==> src/rtl/mod3_stream.sv <==
// Streaming remainder-mod-3 engine: per-word remainder, or a running remainder
// over a multi-word message (MS word first) with a 1-deep result register.
module mod3_stream #(
  parameter int DW    = 8,
  parameter int ACCUM = 0
) (
  input  logic          clk_i,
  input  logic          rst_i,
  input  logic [DW-1:0] dat_i,
  input  logic          valid_i,
  input  logic          last_i,
  output logic          ready_o,
  output logic [1:0]    reminder_o,
  output logic [15:0]   beats_o,
  output logic          valid_o,
  input  logic          ready_i,
  output logic          busy_o
);

  generate
    if (DW < 2 || DW > 64 || (DW % 2) != 0) begin : g_cfg_err
      $error("mod3_stream: DW must be even and within 2..64");
    end
  endgenerate

  typedef enum logic {S_IDLE, S_BUSY} state_t;

  // Sum of two residues, result kept in 0..2.
  function automatic logic [1:0] add3(input logic [1:0] a, input logic [1:0] b);
    logic [2:0] s;
    s = {1'b0, a} + {1'b0, b};
    if (s >= 3'd3) s = s - 3'd3;
    return s[1:0];
  endfunction

  // A 2-bit digit has bit weights +1/-1 mod 3, so only 3 folds to 0.
  function automatic logic [1:0] dig3(input logic [1:0] d);
    return (d == 2'd3) ? 2'd0 : d;
  endfunction

  state_t      r_state, w_state_nxt;
  logic [1:0]  r_acc, w_acc_nxt;
  logic [15:0] r_cnt, w_cnt_nxt;
  logic        r_valid;
  logic [1:0]  r_rem;
  logic [15:0] r_beats;

  logic [1:0]  w_word;
  logic [1:0]  w_sum;
  logic [15:0] w_cnt_inc;
  logic        w_accept;
  logic        w_last;
  logic        w_load;

  // Every pair has weight 4^k = 1 mod 3, so the word residue is the residue sum of its digits.
  always_comb begin
    w_word = 2'd0;
    for (int i = 0; i < DW / 2; i++) w_word = add3(w_word, dig3(dat_i[2*i +: 2]));
  end

  assign ready_o   = !rst_i && (!r_valid || ready_i);
  assign w_accept  = valid_i && ready_o;
  assign w_last    = (ACCUM == 0) ? 1'b1 : last_i;
  assign w_sum     = add3(r_acc, w_word);
  assign w_cnt_inc = (r_cnt == 16'hFFFF) ? r_cnt : r_cnt + 16'd1;
  assign busy_o    = (ACCUM != 0) && (r_state == S_BUSY);

  always_comb begin
    w_state_nxt = r_state;
    w_acc_nxt   = r_acc;
    w_cnt_nxt   = r_cnt;
    w_load      = 1'b0;
    if (w_accept) begin
      if (w_last) begin
        w_load      = 1'b1;
        w_acc_nxt   = 2'd0;
        w_cnt_nxt   = 16'd0;
        w_state_nxt = S_IDLE;
      end else begin
        w_acc_nxt   = w_sum;
        w_cnt_nxt   = w_cnt_inc;
        w_state_nxt = S_BUSY;
      end
    end
  end

  always_ff @(posedge clk_i or posedge rst_i) begin
    if (rst_i) begin
      r_state <= S_IDLE;
      r_acc   <= 2'd0;
      r_cnt   <= 16'd0;
    end else begin
      r_state <= w_state_nxt;
      r_acc   <= w_acc_nxt;
      r_cnt   <= w_cnt_nxt;
    end
  end

  // A new result may replace one being transferred in the same cycle.
  always_ff @(posedge clk_i or posedge rst_i) begin
    if (rst_i) begin
      r_valid <= 1'b0;
      r_rem   <= 2'd0;
      r_beats <= 16'd0;
    end else if (w_load) begin
      r_valid <= 1'b1;
      r_rem   <= w_sum;
      r_beats <= w_cnt_inc;
    end else if (ready_i) begin
      r_valid <= 1'b0;
    end
  end

  assign valid_o    = r_valid;
  assign reminder_o = r_rem;
  assign beats_o    = r_beats;

endmodule
==> config.mk <==
export PLATFORM = sky130hd
export DESIGN_NAME = mod3_stream
export DESIGN_NICKNAME = d
export VERILOG_FILES = /design/src/rtl/mod3_stream.sv
export SDC_FILE = /design/constraint.sdc
export NUM_CORES = 1
export LEC_CHECK = 0
export ABC_AREA = 0
export CAP_MARGIN = 20
export CORE_AREA = 2 2 42 44
export CTS_BUF_LIST = sky130_fd_sc_hd__clkbuf_2
export CTS_CLUSTER_DIAMETER = 80
export CTS_CLUSTER_SIZE = 24
export DETAILED_ROUTE_END_ITERATION = 8
export DIE_AREA = 0 0 44 46
export GPL_TIMING_DRIVEN = 0
export HOLD_SLACK_MARGIN = 0.08
export PLACE_DENSITY = 0.84
export SLEW_MARGIN = 20
export SYNTH_ARGS = -nofsm -noshare
export SYNTH_HDL_FRONTEND = slang
export SYNTH_SLANG_ARGS = --single-unit
==> constraint.sdc <==
create_clock -name clk_i -period 1.4 [get_ports clk_i]
set_input_delay 0.21 -clock clk_i [delete_from_list [all_inputs] [get_ports clk_i]]
set_output_delay 0.21 -clock clk_i [all_outputs]
set_load 0.01 [all_outputs]
==> results.json, run 1 <==
{
  "synth_top_area_share_pct": 20.4,
  "syn_area_per_cell_sq_um": 9.66,
  "yosysTopAreaCell": "buf_4",
  "postRouteAntennaNets": 0,
  "hold_viol": 0,
  "grt_pass1_vias": 514,
  "outcome": "finished, violations left",
  "synth_warnings": 0,
  "start_util_pct": 36.5,
  "synth_edf_count": 0,
  "postCtsHoldBufs": 0,
  "p_leak_nw": 0.478,
  "ys_top_cells_by_area": "buf_4 20%, dfrtp_1 17%, ha_1 13%, fa_1 10%, nor2b_1 8.5%",
  "period_share_pct": 292,
  "dr.pass1.iters": 1,
  "path_cells": "buf_6, nor2b_4, ha_4, fa_2, ha_4, buf_6, o32a_1, fa_2, ha_4, buf_6, o32a_1, fa_1, ha_4, o21ba_4, a22o_1, mux2_4",
  "hold_ws_ns": 0.304,
  "drt-initial-drc-count": 0,
  "grt_max_degree": 5,
  "final_layout_size_suffix_gt1_share_pct": 53.0,
  "grt-ovfl-total": 0,
  "cp-start-kind": "input port",
  "ys_async_sr_fraction_pct": 100,
  "row_count": 15,
  "fmax_ghz": 0.245,
  "numPortBuffers": 16,
  "crit_buf_inv": 3,
  "syn_inst": 61,
  "clkTransAtPathRegs_ns": 0.05,
  "cts-htree-levels": 1,
  "seq_area_frac_synth_pct": 17.0,
  "arrival_ns": 4.17,
  "ys_ff_latch": 4,
  "slowest_stage": "fa_1",
  "cp_top_family": "adder cells",
  "layout_commonest_cell": "buf_4",
  "gp_congestion": 0.623,
  "rsz0062_at_grt": "yes",
  "cp-end-kind": "flip-flop",
  "crit_path_start": "dat_i[0]",
  "peakVddDrop_uv": 857,
  "fin_skew_ns": 0.00208,
  "area_growth_pct": 72.0,
  "die_h_um": 46,
  "cts_tree": "built",
  "syn-cell-area_sq_um": 589,
  "track_usage_pct": 14.3,
  "core_area_sq_um": 1610,
  "p_per_area_nw_per_um2": 1160,
  "cts.sinks": 4,
  "drc": 0,
  "via_count": 496,
  "hp-class": "in -> async",
  "drv_slew": 0,
  "cap_violations": 0,
  "antenna_cells": 0,
  "die_area_sq_um": 2020,
  "routed_wl_um": 1310,
  "routedWlPerCell_um": 11.2,
  "final_cell_mix": "19 x buf_4, 16 x conb_1, 11 x clkdlybuf4s50_1, 6 x buf_6",
  "antenna_found_initial": 0,
  "nNetsFinal": 124,
  "grt_pass1_wl_um": 2080,
  "finalWorstSetupSlack_ns": -2.69,
  "post-route-min-period_ns": 4.09,
  "cpPeakStageDelay_ns": 0.55,
  "power_mw": 1.18,
  "cp_common_cell": "ha_4",
  "crit_type": "in -> reg",
  "setup_viol": 2,
  "routed_via_density": 4.24,
  "crit_required_ns": 1.48,
  "synth-main-ff-cell": "dfrtp_1",
  "cts_made_buffers": 3,
  "synth.distinct_cells": 19,
  "ioPinCount": 34,
  "clk_latency_ns": 0.20,
  "dp_hpwl_um": 967,
  "rrSetupSlack_ns": 0.15,
  "r2r_start": "valid_o",
  "cts_buffer_depth": 2,
  "die_w_um": 44,
  "cts_root_buf": "clkbuf_2",
  "violations": "negative setup slack",
  "cp_max_fo": 3
}
[final cells by class]
cell class	instances	area [sq um]
repair buffers	21	209
flip-flops and latches	4	100
clock buffers	3	15.0
inverters	2	7.51
plain buffers	16	120
well taps	17	21.3
fillers	146	601
multi-input cells	54	541
[state kept, by name, summed over array words and instances, names as in the netlist]
register / cells
beats_o: 1
valid_o: 1
reminder_o: 2
[kinds of logic after synthesis]
family,Yosys count,synth area share (%)
flops,4,17.0
mux,2,5.10
compound gates,7,9.56
fa+ha+maj,9,22.9
buf+inv,18,21.7
simple gates,20,23.1
other cells,1,0.636
[synthesized netlist by cell type, types with 2 or more instances]
| cell type | count |
|---|---|
| or2_2 | 2 |
| ha_1 | 6 |
| o32a_1 | 2 |
| dfrtp_1 | 4 |
| o21ai_0 | 2 |
| nand3b_1 | 2 |
| nor2b_1 | 8 |
| nor2_1 | 3 |
| inv_1 | 2 |
| fa_1 | 3 |
| buf_4 | 16 |
| nor3_1 | 3 |
| mux2_4 | 2 |
[power breakdown]
part	switching, mW	total (mW)	internal (mW)
Sequential	0.0188	0.163	0.145
Clock	0.0482	0.106	0.0577
Combinational	0.381	0.906	0.525
Total	0.448	1.18	0.727
[stage by stage]
step,area [sq um],TNS (ns),instances,utilization [%],worst slack [ns]
after global placement,852,-6.47,109,52.8,-3.20
final,1010,-5.26,117,62.8,-2.69
after floorplan,671,-5.06,76,-,-2.60
after global routing,1010,-5.52,117,62.8,-2.80
after CTS,931,-5.42,117,57.7,-2.76
after detailed placement,852,-6.71,109,52.8,-3.30
[routing by layer]
layer  wire length (um)  GRT usage (%)  vias to the layer above
li1                   -              -                      255
met1                445           15.7                      223
met2                775           25.3                       18
met3                 88           2.78                        0
met4                  0           9.09                        0
met5                  0              0                        -
[final timing paths]
| kind | endpoint | cells past startpoint |
|---|---|---|
| max in group asynchronous | valid_o | 2 |
| min in group clk_i | beats_o[0] | 1 |
| worst min-delay path | beats_o[0] | 2 |
| worst min register to register | beats_o[0] | 1 |
| worst max register to register | reminder_o[0] | 3 |
| worst max-delay path | reminder_o[0] | 16 |
[what timing repair did]
action / in CTS / in global routing
buffers inserted: 5 / 0
endpoints found under the hold margin: 0 / 0
pin swaps: 15 / 16
endpoints found under the setup margin: 3 / 2
resized for setup: 24 / 17
Note: power is estimated with default switching activity, not from simulation.
==> run 2, diff against run 1 <==
- ABC_CLOCK_PERIOD_IN_PS: not set -> 1400
==> results of run 2 <==
Same layout as run 1: the final DEF is identical, and so are final timing and power.
==> run 3, diff against run 2 <==
- SKIP_CTS_REPAIR_TIMING: not set -> 1
==> run 3 against run 2 <==
The run still ends with negative setup slack left. Clock skew shrank 0.0018 ns. Critical path depth rose by 4. Flip-flop and latch count unchanged. Largest power group unchanged.
==> results.json, run 3 (same netlist as run 1, synthesis figures left out) <==
{
  "cts_tree": "built",
  "routedWlPerCell_um": 11.1,
  "pre_cts_slack_ns": -3.30,
  "rsz0062_at_grt": "yes",
  "gp_congestion": 0.623,
  "clk_latency_ns": 0.21,
  "grt_pass1_wl_um": 1880,
  "ioPinCount": 34,
  "final_cell_mix": "22 x buf_4, 16 x conb_1, 11 x clkdlybuf4s50_1, 5 x nor2b_1, 5 x clkbuf_2",
  "routed_via_density": 4.27,
  "fin_skew_ns": 0.000320,
  "cp-start-kind": "input port",
  "via_count": 504,
  "dr.pass1.iters": 4,
  "routed_wl_um": 1310,
  "fill_cells": 144,
  "crit_required_ns": 1.49,
  "clkTransAtPathRegs_ns": 0.05,
  "largest_reg_flops": 2,
  "fmax_ghz": 0.242,
  "finalWorstSetupSlack_ns": -2.74,
  "hold_viol": 0,
  "post-route-min-period_ns": 4.14,
  "die_area_sq_um": 2020,
  "finalSetupTns_ns": -5.35,
  "postPlaceCellArea_sq_um": 852,
  "setup_viol": 2,
  "drt-initial-drc-count": 4,
  "dp_hpwl_um": 967,
  "grt-ovfl-total": 0,
  "outcome": "finished, violations left",
  "antenna_found_initial": 0,
  "design_area_sq_um": 971,
  "grt_pass1_vias": 479,
  "hp-class": "in -> async",
  "area_growth_pct": 64.8,
  "cts_root_buf": "clkbuf_2",
  "arrival_ns": 4.23,
  "p_leak_nw": 0.477,
  "final_layout_size_suffix_gt1_share_pct": 50.5,
  "track_usage_pct": 13.1,
  "violations": "negative setup slack",
  "antenna_cells": 0,
  "numPortBuffers": 16,
  "cp_max_fo": 3,
  "drv_slew": 0,
  "cts.sinks": 4,
  "cts_made_buffers": 3,
  "cts_buffer_depth": 2,
  "cts-htree-levels": 1,
  "start_util_pct": 36.5,
  "cap_violations": 0,
  "postRouteAntennaNets": 0,
  "cp-end-kind": "flip-flop",
  "peakVddDrop_uv": 841,
  "die_w_um": 44,
  "row_count": 15,
  "nNetsFinal": 125,
  "core_area_sq_um": 1610,
  "drc": 0,
  "period_share_pct": 296,
  "p_per_area_nw_per_um2": 1120,
  "crit_type": "in -> reg",
  "layout_commonest_cell": "buf_4",
  "grt_max_degree": 5,
  "die_h_um": 46
}
[run 3: changes by cell type in the layout (fill, tap and decap cells not counted), sizes merged]
cell          previous run  this run
buf                     25        24
clkbuf                   3         5
dlygate4sd2              1         0
dlymetal6s2s             0         1
[run 3: routing by layer]
| metal | routed length [um] | global-route usage (%) | up-vias | share of wire [%] |
|---|---|---|---|---|
| met4 | 11 | 9.09 | 0 | 0.84 |
| met1 | 474 | 14.5 | 224 | 36 |
| met5 | 0 | 0 | - | 0 |
| met3 | 86 | 3.17 | 2 | 6.6 |
| met2 | 732 | 22.1 | 22 | 56 |
| li1 | - | - | 256 | - |
[run 3: cell type report]
cell class	instances	area, sq um	area share, %
inverters	2	7.51	0.773
well taps	17	21.3	2.19
multi-input cells	54	507	52.2
flip-flops and latches	4	100	10.3
repair buffers	22	200	20.6
clock buffers	3	15.0	1.55
plain buffers	16	120	12.4
[run 3: critical path: stages]
cell and delay, ns:
buf_6 0.09, nor2b_4 0.12, ha_4 0.15, fa_2 0.57, ha_4 0.17, nor2_4 0.04, nand3b_1 0.08, o21ai_1 0.08
ha_2 0.19, fa_1 0.50, ha_2 0.22, nor2_2 0.10, nand3b_1 0.08, o21ai_1 0.09, ha_2 0.21, fa_2 0.46
ha_4 0.19, o21ba_4 0.19, a22o_1 0.20, mux2_4 0.26
[run 3: path summary, 6_finish.rpt]
path                       startpoint  depth (start not counted)  slack [ns]       endpoint
setup / recovery             dat_i[2]                         20       -2.74  reminder_o[0]
hold / removal                  rst_i                          2        0.30  reminder_o[0]
setup reg to reg              valid_o                          3        0.15  reminder_o[0]
hold reg to reg            beats_o[0]                          1        0.47     beats_o[0]
max in group asynchronous       rst_i                          2        0.95  reminder_o[1]
min in group clk_i         beats_o[0]                          1        0.47     beats_o[0]
[run 3: per-stage QoR]
stage | std cells | util, % | power (mW) | hold slack [ns]
6_report | 118 | 60.2 | 1.09 | 0.301
5_1_grt | 118 | 60.2 | 1.17 | 0.328
4_1_cts | 112 | 53.7 | 0.932 | 0.299
3_5_place_dp | 109 | 52.8 | 0.813 | 0.457
3_3_place_gp | 109 | 52.8 | 0.771 | 0.463
2_1_floorplan | 76 | - | 0.641 | -0.0239
[run 3: where the power goes]
part | switching (mW) | internal, mW | total, mW | leakage (nW)
Clock | 0.0497 | 0.0577 | 0.107 | 0.0125
Combinational | 0.335 | 0.485 | 0.820 | 0.418
Sequential | 0.0190 | 0.145 | 0.164 | 0.0464
Total | 0.403 | 0.687 | 1.09 | 0.477
